<file path="config.mk">
export PLATFORM = sky130hd
export DESIGN_NAME = pdp8_mem_arbiter_flat
export DESIGN_NICKNAME = d
export VERILOG_FILES = /design/src/rtl/pdp8_mem_arbiter_pkg.sv /design/src/rtl/pdp8_mem_arbiter_if.sv /design/src/rtl/pdp8_mem_arbiter_pick.sv /design/src/rtl/pdp8_mem_arbiter.sv /design/src/flat_wrapper.sv
export SDC_FILE = /design/constraint.sdc
export NUM_CORES = 1
export LEC_CHECK = 0
export CAP_MARGIN = 20
export CORE_MARGIN = 2
export CORE_UTILIZATION = 30
export CTS_BUF_LIST = sky130_fd_sc_hd__clkbuf_4
export DETAILED_ROUTE_END_ITERATION = 10
export GPL_TIMING_DRIVEN = 0
export SYNTH_ARGS = -nofsm -noshare
export SYNTH_HDL_FRONTEND = slang
export SYNTH_SLANG_ARGS = --single-unit
</file>
<file path="constraint.sdc">
create_clock -name clock -period 2.3 [get_ports clock]
set_input_delay 0.23 -clock clock [delete_from_list [all_inputs] [get_ports clock]]
set_output_delay 0.23 -clock clock [all_outputs]
set_load 0.01 [all_outputs]
</file>
<file path="src/rtl/pdp8_mem_arbiter_pkg.sv">
// Shared types for the PDP-8 memory-port arbiter: FSM states, owner encoding,
// and the counter width used for the latency and data-break run counters.
package pdp8_arb_pkg;

  localparam int CNT_W = 4;

  typedef enum logic [1:0] {
    ARB_IDLE,
    ARB_ISSUE,
    ARB_WAIT,
    ARB_DONE
  } arb_state_t;

  typedef enum logic {
    OWN_CPU = 1'b0,
    OWN_DB  = 1'b1
  } owner_t;

endpackage

</file>
<file path="src/rtl/pdp8_mem_arbiter_if.sv">
// Requester + memory bus of the arbiter. slave = arbiter view,
// master = the environment (CPU, data-break channel, memory).
interface pdp8_arb_if #(
  parameter int AW = 12,
  parameter int DW = 12
);
  logic          cpu_req;
  logic          cpu_we;
  logic [AW-1:0] cpu_addr;
  logic [DW-1:0] cpu_wdata;
  logic          cpu_done;

  logic          db_req;
  logic          db_we;
  logic [AW-1:0] db_addr;
  logic [DW-1:0] db_wdata;
  logic          db_done;

  logic [DW-1:0] rdata;
  logic [AW-1:0] mem_address;
  logic [DW-1:0] mem_write_data;
  logic          mem_read_enable;
  logic          mem_write_enable;
  logic [DW-1:0] mem_read_data;
  logic          busy;
  logic          owner;

  modport slave (
    input  cpu_req, cpu_we, cpu_addr, cpu_wdata,
    input  db_req, db_we, db_addr, db_wdata,
    input  mem_read_data,
    output cpu_done, db_done, rdata,
    output mem_address, mem_write_data, mem_read_enable, mem_write_enable,
    output busy, owner
  );

  modport master (
    output cpu_req, cpu_we, cpu_addr, cpu_wdata,
    output db_req, db_we, db_addr, db_wdata,
    output mem_read_data,
    input  cpu_done, db_done, rdata,
    input  mem_address, mem_write_data, mem_read_enable, mem_write_enable,
    input  busy, owner
  );
endinterface

</file>
<file path="src/rtl/pdp8_mem_arbiter_pick.sv">
// Winner select: data break has priority, but after MAX_DB_RUN back-to-back
// data-break grants with the CPU waiting, the CPU gets one slot.
module pdp8_arb_pick
  import pdp8_arb_pkg::*;
#(
  parameter int MAX_DB_RUN = 4
) (
  input  logic             cpu_req_i,
  input  logic             db_req_i,
  input  logic [CNT_W-1:0] run_q_i,
  output logic             grant_o,
  output owner_t           win_o,
  output logic [CNT_W-1:0] run_d_o
);

  always_comb begin
    grant_o = cpu_req_i | db_req_i;
    win_o   = OWN_CPU;
    run_d_o = '0;
    if (cpu_req_i && db_req_i) begin
      if (run_q_i < CNT_W'(MAX_DB_RUN)) begin
        win_o   = OWN_DB;
        run_d_o = run_q_i + CNT_W'(1);
      end
    end else if (db_req_i) begin
      // uncontended data break does not count toward CPU starvation
      win_o = OWN_DB;
    end
  end

endmodule

</file>
<file path="src/rtl/pdp8_mem_arbiter.sv">
// Shares the 4K x 12 memory port between CPU and data break: grant in IDLE,
// one-cycle strobe, fixed MEM_LAT wait, one-cycle done to the owner.
module pdp8_mem_arbiter
  import pdp8_arb_pkg::*;
#(
  parameter int MEM_LAT    = 1,
  parameter int MAX_DB_RUN = 4,
  parameter int AW         = 12,
  parameter int DW         = 12
) (
  input  logic       clock,
  input  logic       resetN,
  pdp8_arb_if.slave  bus
);

  arb_state_t       state_q, state_d;
  logic [CNT_W-1:0] run_q, run_d;
  logic [CNT_W-1:0] lat_q, lat_d;
  owner_t           owner_q, owner_d;
  logic             we_q, we_d;
  logic [AW-1:0]    addr_q, addr_d;
  logic [DW-1:0]    wdata_q, wdata_d;
  logic [DW-1:0]    rdata_q, rdata_d;

  logic             grant;
  owner_t           win;
  logic [CNT_W-1:0] pick_run;

  pdp8_arb_pick #(.MAX_DB_RUN(MAX_DB_RUN)) u_pick (
    .cpu_req_i (bus.cpu_req),
    .db_req_i  (bus.db_req),
    .run_q_i   (run_q),
    .grant_o   (grant),
    .win_o     (win),
    .run_d_o   (pick_run)
  );

  always_ff @(posedge clock) begin
    if (!resetN) begin
      state_q <= ARB_IDLE;
      run_q   <= '0;
      lat_q   <= '0;
      owner_q <= OWN_CPU;
      we_q    <= 1'b0;
      addr_q  <= '0;
      wdata_q <= '0;
      rdata_q <= '0;
    end else begin
      state_q <= state_d;
      run_q   <= run_d;
      lat_q   <= lat_d;
      owner_q <= owner_d;
      we_q    <= we_d;
      addr_q  <= addr_d;
      wdata_q <= wdata_d;
      rdata_q <= rdata_d;
    end
  end

  always_comb begin
    state_d = state_q;
    run_d   = run_q;
    lat_d   = lat_q;
    owner_d = owner_q;
    we_d    = we_q;
    addr_d  = addr_q;
    wdata_d = wdata_q;
    rdata_d = rdata_q;
    unique case (state_q)
      ARB_IDLE: begin
        if (grant) begin
          state_d = ARB_ISSUE;
          run_d   = pick_run;
          owner_d = win;
          if (win == OWN_DB) begin
            we_d    = bus.db_we;
            addr_d  = bus.db_addr;
            wdata_d = bus.db_wdata;
          end else begin
            we_d    = bus.cpu_we;
            addr_d  = bus.cpu_addr;
            wdata_d = bus.cpu_wdata;
          end
        end
      end
      ARB_ISSUE: begin
        state_d = ARB_WAIT;
        lat_d   = CNT_W'(MEM_LAT);
      end
      ARB_WAIT: begin
        lat_d = lat_q - CNT_W'(1);
        if (lat_q == CNT_W'(1)) begin
          state_d = ARB_DONE;
          // memory data is only guaranteed valid in the final wait cycle
          if (!we_q) rdata_d = bus.mem_read_data;
        end
      end
      ARB_DONE: state_d = ARB_IDLE;
      default:  state_d = ARB_IDLE;
    endcase
  end

  assign bus.mem_read_enable  = (state_q == ARB_ISSUE) && !we_q;
  assign bus.mem_write_enable = (state_q == ARB_ISSUE) &&  we_q;
  assign bus.cpu_done         = (state_q == ARB_DONE) && (owner_q == OWN_CPU);
  assign bus.db_done          = (state_q == ARB_DONE) && (owner_q == OWN_DB);
  assign bus.busy             = (state_q != ARB_IDLE);
  assign bus.owner            = owner_q;
  assign bus.mem_address      = addr_q;
  assign bus.mem_write_data   = wdata_q;
  assign bus.rdata            = rdata_q;

endmodule

</file>
<file path="src/flat_wrapper.sv">
// flat-port wrapper written by rule: the top's interface ports become plain ports
module pdp8_mem_arbiter_flat import pdp8_arb_pkg::*;
#(
  parameter int MEM_LAT    = 1,
  parameter int MAX_DB_RUN = 4,
  parameter int AW         = 12,
  parameter int DW         = 12
)
  (clock, resetN, bus_cpu_req, bus_cpu_we, bus_cpu_addr, bus_cpu_wdata, bus_db_req, bus_db_we, bus_db_addr, bus_db_wdata, bus_mem_read_data, bus_cpu_done, bus_db_done, bus_rdata, bus_mem_address, bus_mem_write_data, bus_mem_read_enable, bus_mem_write_enable, bus_busy, bus_owner);
  pdp8_arb_if #(.AW(AW), .DW(DW)) bus_i ();
  input  logic clock;
  input  logic resetN;
  input wire logic [$bits(bus_i.cpu_req)-1:0] bus_cpu_req;
  input wire logic [$bits(bus_i.cpu_we)-1:0] bus_cpu_we;
  input wire logic [$bits(bus_i.cpu_addr)-1:0] bus_cpu_addr;
  input wire logic [$bits(bus_i.cpu_wdata)-1:0] bus_cpu_wdata;
  input wire logic [$bits(bus_i.db_req)-1:0] bus_db_req;
  input wire logic [$bits(bus_i.db_we)-1:0] bus_db_we;
  input wire logic [$bits(bus_i.db_addr)-1:0] bus_db_addr;
  input wire logic [$bits(bus_i.db_wdata)-1:0] bus_db_wdata;
  input wire logic [$bits(bus_i.mem_read_data)-1:0] bus_mem_read_data;
  output wire logic [$bits(bus_i.cpu_done)-1:0] bus_cpu_done;
  output wire logic [$bits(bus_i.db_done)-1:0] bus_db_done;
  output wire logic [$bits(bus_i.rdata)-1:0] bus_rdata;
  output wire logic [$bits(bus_i.mem_address)-1:0] bus_mem_address;
  output wire logic [$bits(bus_i.mem_write_data)-1:0] bus_mem_write_data;
  output wire logic [$bits(bus_i.mem_read_enable)-1:0] bus_mem_read_enable;
  output wire logic [$bits(bus_i.mem_write_enable)-1:0] bus_mem_write_enable;
  output wire logic [$bits(bus_i.busy)-1:0] bus_busy;
  output wire logic [$bits(bus_i.owner)-1:0] bus_owner;
  assign bus_i.cpu_req = bus_cpu_req;
  assign bus_i.cpu_we = bus_cpu_we;
  assign bus_i.cpu_addr = bus_cpu_addr;
  assign bus_i.cpu_wdata = bus_cpu_wdata;
  assign bus_i.db_req = bus_db_req;
  assign bus_i.db_we = bus_db_we;
  assign bus_i.db_addr = bus_db_addr;
  assign bus_i.db_wdata = bus_db_wdata;
  assign bus_i.mem_read_data = bus_mem_read_data;
  assign bus_cpu_done = bus_i.cpu_done;
  assign bus_db_done = bus_i.db_done;
  assign bus_rdata = bus_i.rdata;
  assign bus_mem_address = bus_i.mem_address;
  assign bus_mem_write_data = bus_i.mem_write_data;
  assign bus_mem_read_enable = bus_i.mem_read_enable;
  assign bus_mem_write_enable = bus_i.mem_write_enable;
  assign bus_busy = bus_i.busy;
  assign bus_owner = bus_i.owner;
  pdp8_mem_arbiter #(.MEM_LAT(MEM_LAT), .MAX_DB_RUN(MAX_DB_RUN), .AW(AW), .DW(DW)) u_core (.clock(clock), .resetN(resetN), .bus(bus_i));
endmodule
</file>
==> results.md, run 1 <==
- Post CTS Setup Buffer Count: 0
- Count of synthesis-stage warnings from yosys: 0
- Cell types occupying the most area after synthesis: sky130_fd_sc_hd__dfxtp_1, sky130_fd_sc_hd__a211oi_2, sky130_fd_sc_hd__a211oi_1
- Clock buffers created by TritonCTS: 5
- Final critical-path required period: 2.013 ns
- Area growth, synth to finish: 52.23%
- Die Ht: 93.14 microns
- Total congestion overflow after global routing: 0
- Comb pwr share: around half
- Worst min-delay path category: in -> reg
- Wire length per cell: roughly 15 microns
- Number of iterations in the first detailed-routing pass: 4
- Most used cells in the layout excluding fill and tap cells: sky130_fd_sc_hd__clkdlybuf4s50_1, sky130_fd_sc_hd__dfxtp_1, sky130_fd_sc_hd__o21ai_0
- Footprint of the multi-input gates: 1264 sq um
- Max-Cap Viols: 0
- Resized cells post-CTS: 0
- First DRT Iteration DRCs: 96
- End-of-flow core utilization: between 40 and 50%
- Fraction of power spent switching nets: approximately two fifths
- Via count of the first global-routing pass: approximately 2.3k
- Placer Congestion: 0.7242
- IO Pins: approximately 110
- Arrival time at the worst endpoint: about 1.8 ns
- Worst slack, placed: between 0.3 and 0.4 ns
- Clock tree from TritonCTS: yes
- TritonCTS Sinks: 48
- Result of the run: finished clean
- Sequential cell area: between 900 and 1000 sq um
- Post-DRT Antenna Nets: 0
- RSZ-0062 raised after global routing: no
- Sequential share of the synthesized area: approximately two fifths
- Share of the clock period used by the worst path after layout: 87.50%
- Endpoint of the most critical setup path: bus_busy
- Post-Syn Area: 2384 sq um
- Synthesis-stage register bit count: 48
- Synthesized Nets: 343
- Crit path launch type: flip-flop
- Synth Instances: 269
- Start point of the critical path: u_core.state_q[1]
- Layout cells sized above 1: approximately an eighth
- Aggregate routed wire length: 7374 microns
- Core Area: 7727 sq um
- Number of hold violations in the final report: 0
- Chip Width: just over 90 microns
- Count of distinct cell types in the synthesized netlist: 34
- Average instance area after synthesis: 8.861 sq um
- Largest net degree at the start of global routing: 16
- Final #Nets: between 400 and 500
- Logic depth of the worst register-to-register path: 6
- Cell internal pwr: about 0.0019 W
- Relative slew margins: 65.07%
- Category of the most critical setup path: reg -> out
- Transition time of the tightest slew-check pin: approximately 0.52 ns
- Floorplan row count: 32
- Total count of max-transition violations in the final report: 0
- Number of hold-repair buffers added at the cts stage: 0
- Overall track demand over capacity in global routing: roughly 17%
- Number of buffers inserted by port buffering: 106
- Maximum vdd ir drop: about 430 uV
- Final setup skew: 0.01265 ns
- Setup slack of the worst register-to-register path: roughly 0.37 ns
- Clock transition time at the flip-flop clock pins of the worst setup and hold paths: 0.14 ns
- Sequential share of power: around 36%
- NetSw: ~0.0013 W
- Final number of setup-violating endpoints: 0
- Post-DP Area: between 3000 and 4000 sq um
- Fin area: 3628 sq um
- Die Footprint: approximately 8700 sq um
- First-pass GRT wire length: roughly 12000 microns
- FF-to-FF End: u_core.bus.mem_write_data[5]
- DRC: 0
- Antenna violations before repair: 0
- Detailed-route vias per instance: roughly 5
- Initial Utilization: a little under a third
- DPL Wire Length: 5400 microns
- Maximum buffer depth of the clock tree: 2
- Filler cell count in the final layout: 778
- Clock latency at the later pin of the worst-skew pair: between 0.3 and 0.4 ns
- Setup ws final: 0.2874 ns
- Worst reg2reg startpoint: u_core.state_q[1]
- Detailed-route via count: around 2.4k
- Antenna diodes: 0
- Top cell type's share of synthesized area: 40.31%
- Clock network fraction of total power: 12.7%
- Total Neg Setup Slack: 0 ns
- Hold slack final: slightly below 0.4 ns
- Peak Freq: roughly 0.5 GHz
- Leakage power: around 1.2 nW
- Critical path data required time: 2.07 ns
- Biggest area consumer among synthesized cells: sky130_fd_sc_hd__dfxtp_1
- Clock tree root buffer cell: sky130_fd_sc_hd__clkbuf_4
- CTS HTree Levels: 2
- Power density cells: 871.9 nW/um^2
- Commonest non-fill, non-tap cell in the layout: sky130_fd_sc_hd__clkdlybuf4s50_1
- Critical Path Fanout Max: 6
- Setup crit end kind: output pin
## how the worst min path moves through the flow
stage,start,end,depth (start not counted)
detailed placement,u_core.run_q[0],u_core.run_q[0],1
global placement,u_core.bus.rdata[7],u_core.bus.rdata[7],2
finish,bus_db_req,u_core.state_q[0],4
floorplan,bus_mem_read_data[0],u_core.bus.rdata[0],2
CTS,bus_db_req,u_core.state_q[0],4
global route,bus_mem_read_data[8],u_core.bus.rdata[8],3
## metal layers
metal	global-route usage [%]	wire length [microns]
met4	2.941	30
met3	7.010	726
met5	0	0
met1	22.22	3410
met2	25.79	3206
## power groups by stage
stage          logic (W)  registers, W  clock network (W)
2_1_floorplan   0.000851       0.00121                  0
3_3_place_gp     0.00161       0.00116                  0
3_5_place_dp     0.00163       0.00116                  0
4_1_cts          0.00163       0.00115           0.000416
5_1_grt          0.00177       0.00117           0.000452
6_report         0.00162       0.00114           0.000402
## sequential cells by signal, summed over array words and instances, names as in the netlist
signal,cells
u_core.bus.mem_address,12
u_core.bus.mem_write_data,12
u_core.bus.owner,1
u_core.bus.rdata,12
u_core.lat_q,4
u_core.run_q,4
u_core.state_q,2
u_core.we_q,1
## kinds of logic after synthesis
kind of cell               after synthesis  synth area share [%]
muxes                                    1                0.4200
adders and majority gates                8                 4.200
DFF                                     48                 40.31
and+or+nand+nor                         63                 12.91
AOI/OAI and AO/OA                      116                 35.49
buffers and inverters                   33                 6.666
## per-stage QoR
step	instances	power, W
2_1_floorplan	269	0.002063
3_3_place_gp	477	0.002770
3_5_place_dp	477	0.002785
4_1_cts	485	0.003193
5_1_grt	485	0.003393
6_report	485	0.003164
## critical path, stage by stage (launching register included)
cell                              delay [ns]
sky130_fd_sc_hd__dfxtp_1                0.42
sky130_fd_sc_hd__inv_1                  0.10
sky130_fd_sc_hd__ha_1                   0.29
sky130_fd_sc_hd__inv_1                  0.08
sky130_fd_sc_hd__clkdlybuf4s50_1        0.53
## cell usage after synthesis
cell,instances
sky130_fd_sc_hd__nand2b_1,1
sky130_fd_sc_hd__inv_1,7
sky130_fd_sc_hd__and4bb_2,1
sky130_fd_sc_hd__buf_2,9
sky130_fd_sc_hd__a32oi_1,2
sky130_fd_sc_hd__o21ai_4,1
sky130_fd_sc_hd__mux2i_1,1
sky130_fd_sc_hd__nor2b_1,4
sky130_fd_sc_hd__dfxtp_1,48
sky130_fd_sc_hd__o22ai_1,1
sky130_fd_sc_hd__ha_1,8
sky130_fd_sc_hd__nor3b_1,2
sky130_fd_sc_hd__a211oi_1,31
sky130_fd_sc_hd__nand3_1,14
sky130_fd_sc_hd__clkinv_1,1
sky130_fd_sc_hd__and2_1,4
sky130_fd_sc_hd__a32o_1,1
sky130_fd_sc_hd__a21oi_1,16
sky130_fd_sc_hd__nand2_1,4
sky130_fd_sc_hd__or3b_2,1
sky130_fd_sc_hd__o21ai_2,1
sky130_fd_sc_hd__buf_6,3
sky130_fd_sc_hd__and3_1,1
sky130_fd_sc_hd__a211oi_2,20
sky130_fd_sc_hd__o21a_2,1
sky130_fd_sc_hd__o21ai_1,1
sky130_fd_sc_hd__nor2_1,28
sky130_fd_sc_hd__clkbuf_2,1
sky130_fd_sc_hd__o21ai_0,39
sky130_fd_sc_hd__a21o_1,1
sky130_fd_sc_hd__nor3_1,2
sky130_fd_sc_hd__clkbuf_1,12
sky130_fd_sc_hd__nand4b_1,1
sky130_fd_sc_hd__o31ai_1,1
## layout make-up
cell class | instances | share of cell area, %
plain buffers | 25 | 3.552
clock buffers | 5 | 1.034
clock inverters | 3 | 0.5172
inverters | 8 | 0.8276
multi-input cells | 188 | 34.83
flip-flops and latches | 48 | 26.48
well taps | 102 | 3.517
repair buffers | 106 | 29.24
Power figures use the tool's default switching activity.
==> run 2: changes to the inputs <==
==> constraint.sdc (replaced) <==
create_clock -name clock -period 2.3 [get_ports clock]
set_input_delay 0.23 -clock clock [delete_from_list [all_inputs] [get_ports clock]]
set_output_delay 0.23 -clock clock [all_outputs]
set_load 0.005 [all_outputs]
==> results of run 2 <==
Same layout as run 1 (identical final DEF). Status: finished clean.
Main changes from that run: setup slack after layout 0.2874 ns -> 0.3229 ns; total power 0.003164 W -> 0.003094 W; worst IR drop on VDD 433.5 uV -> 433.1 uV
==> run 3: changes to the inputs <==
CORE_ASPECT_RATIO = 1.75   (was unset)
CTS_CLUSTER_SIZE = 14   (was unset)
==> run 3 against run 2 <==
  * Combinational power barely moved
  * Clock-buffer cell count increased by 1
  * Total power is 0.29% higher
  * Final area is 0.41% lower
  * Flip-flop and latch count is the same
  * Critical endpoint unchanged
  * Largest cell class unchanged
  * Largest power group unchanged
==> results.md, run 3 (synthesis gave the netlist of run 1 again) <==
- Number of hold violations in the final report: 0 (unchanged)
- Ordered list of cells on the worst path: inv_1, ha_1, inv_1, clkdlybuf4s50_1
- CTS HTree Levels: 2 (unchanged)
- Footprint of the multi-input gates: 1264 sq um (unchanged)
- Overall track demand over capacity in global routing: 17.76% (+1.0 points)
- First-pass GRT wire length: 12300 microns (+5.9%)
- Initial Utilization: 30.55% (-0.29 points)
- Die Footprint: 8702 sq um (+0.32%)
- Worst min-delay path category: in -> reg
- Critical path data required time: 2.07 ns (about the same)
- Most used cell along the critical path: sky130_fd_sc_hd__inv_1
- Detailed-route vias per instance: 5.156 (+4.1%)
- Critical-path cell with the highest stage delay: sky130_fd_sc_hd__clkdlybuf4s50_1
- Antenna diodes: 0 (unchanged)
- IO Pins: 108 (unchanged)
- Setup crit end kind: output pin
- Category of the most critical setup path: reg -> out
- Final critical-path required period: just under 2 ns
- Post-route total power: between 0.003 and 0.004 W
- Core Area: 7801 sq um (+0.96%)
- Largest net degree at the start of global routing: 15 (-1)
- Maximum buffer depth of the clock tree: 2 (unchanged)
- Post CTS Setup Buffer Count: 0 (unchanged)
- Max-Cap Viols: 0 (unchanged)
- Clock tree root buffer cell: sky130_fd_sc_hd__clkbuf_4
- Clock latency at the later pin of the worst-skew pair: 0.38 ns (+0.02 ns)
- Most used cells in the layout excluding fill and tap cells: sky130_fd_sc_hd__clkdlybuf4s50_1, sky130_fd_sc_hd__dfxtp_1, sky130_fd_sc_hd__o21ai_0
- Number of iterations in the first detailed-routing pass: 4 (unchanged)
- Critical Path Fanout Max: 6 (unchanged)
- Final number of setup-violating endpoints: 0 (unchanged)
- Filler cell count in the final layout: 761 (-2.2%)
- Detailed-route via count: 2439 (+1.5%)
- Share of the clock period used by the worst path after layout: 85.84%
- RSZ-0062 raised after global routing: no
- Post-DRT Antenna Nets: 0 (unchanged)
- Layout cells sized above 1: 11.75% (unchanged)
- TritonCTS Sinks: 48 (unchanged)
- Antenna violations before repair: 0 (unchanged)
- Total Neg Setup Slack: 0 ns (unchanged)
- Clock transition time at the flip-flop clock pins of the worst setup and hold paths: 0.15 ns (about the same)
- Number of hold-repair buffers added at the cts stage: 0 (unchanged)
- Count of non-filler cells in the finished layout: 473 (-2.5%)
- DPL Wire Length: 5747 microns (+6.4%)
- Chip Width: 71.38 microns (-23%)
- Result of the run: finished clean
- Commonest non-fill, non-tap cell in the layout: sky130_fd_sc_hd__clkdlybuf4s50_1
- First DRT Iteration DRCs: 100 (+4.2%)
- Number of buffers inserted by port buffering: 106 (unchanged)
- Placed Cells: 465 (-2.5%)
- Sequential cell area: 960.9 sq um (unchanged)
- Final #Nets: 456 (unchanged)
- Total congestion overflow after global routing: 0 (unchanged)
- Leakage power: 1.235 nW (+0.36%)
- Floorplan row count: 43 (+34%)
- Peak per-stage delay on the critical path: between 0.4 and 0.5 ns
- Power density cells: roughly 860 nW/um^2
- Maximum vdd ir drop: between 300 and 400 uV
- Total count of max-transition violations in the final report: 0 (unchanged)
- Placer Congestion: 0.7487 (+3.4%)
- Via count of the first global-routing pass: 2540 (+11%)
- Area growth, synth to finish: 51.60%
- Aggregate routed wire length: 7479 microns (+1.4%)
- Wire length per cell: 15.81 microns (+4.0%)
- Final setup skew: 0.02023 ns (+0.007585 ns)
- Peak Freq: 0.5065 GHz
- Resized cells post-CTS: 0 (unchanged)
- Arrival time at the worst endpoint: between 1.5 and 2 ns
- Transition time of the tightest slew-check pin: 0.4973 ns (-0.02666 ns)
- Clock buffers created by TritonCTS: 5 (unchanged)
- Relative slew margins: 66.85% (+1.8 points)
- Die Ht: 121.9 microns (+31%)
- DRC: 0 (unchanged)
- Clock tree from TritonCTS: yes
- Crit path launch type: flip-flop
- End-of-flow core utilization: 46.32% (-0.64 points)
==> run 3: cell types whose count changed in the layout (fill, tap and decap cells not counted), sizes merged <==
| cell | delta |
|---|---|
| clkbuf | +1 |
| clkinvlp | -1 |
==> run 3: metrics by stage <==
step	cell area, sq um	hold WS (ns)	setup WS, ns
6_report	3613	0.3996	0.3256
5_1_grt	3613	0.3892	0.1852
4_1_cts	3613	0.3912	0.3054
3_5_place_dp	3557	0.4664	0.3884
3_3_place_gp	3557	0.4610	0.3920
2_1_floorplan	2384	0.3777	0.8071
==> run 3: worst paths after layout <==
kind                            cells past startpoint                             to  slack (ns)                 start
worst max-delay path                                4                       bus_busy        0.33     u_core.state_q[0]
worst min-delay path                                4      u_core.bus.mem_address[3]        0.40            bus_db_req
worst min register to register                      2           u_core.bus.rdata[11]        0.48  u_core.bus.rdata[11]
worst max register to register                      6  u_core.bus.mem_write_data[10]        0.40     u_core.state_q[0]
==> run 3: layer usage <==
layer	up-vias	part of all wire [%]	track usage [%]	wire length [microns]
li1	1207	-	-	-
met1	1125	40	20.11	3003
met2	94	52	31.94	3864
met3	13	6.2	4.218	463
met4	0	2.0	6.132	148
met5	-	0	0	0
==> run 3: power by group <==
group	total (W)	switching (W)	leakage [nW]	internal, W
Sequential	0.00114	0.000118	0.395	0.00102
Clock	0.000415	0.000287	0.0293	0.000129
Combinational	0.00154	0.000791	0.811	0.000754
Total	0.00310	0.00120	1.23	0.00191
==> run 3: critical path, delay by kind of cell (launching register included) <==
family                     cells  cell delay (ns)
adders and majority gates      1             0.31
buffers and inverters          3             0.68
DFF                            1             0.39
==> run 3: cell type report <==
type,instances,area share [%]
flip-flops and latches,48,26.59
multi-input cells,188,34.97
inverters,8,0.8310
well taps,90,3.116
plain buffers,25,3.566
clock inverters,2,0.3116
clock buffers,6,1.247
repair buffers,106,29.36
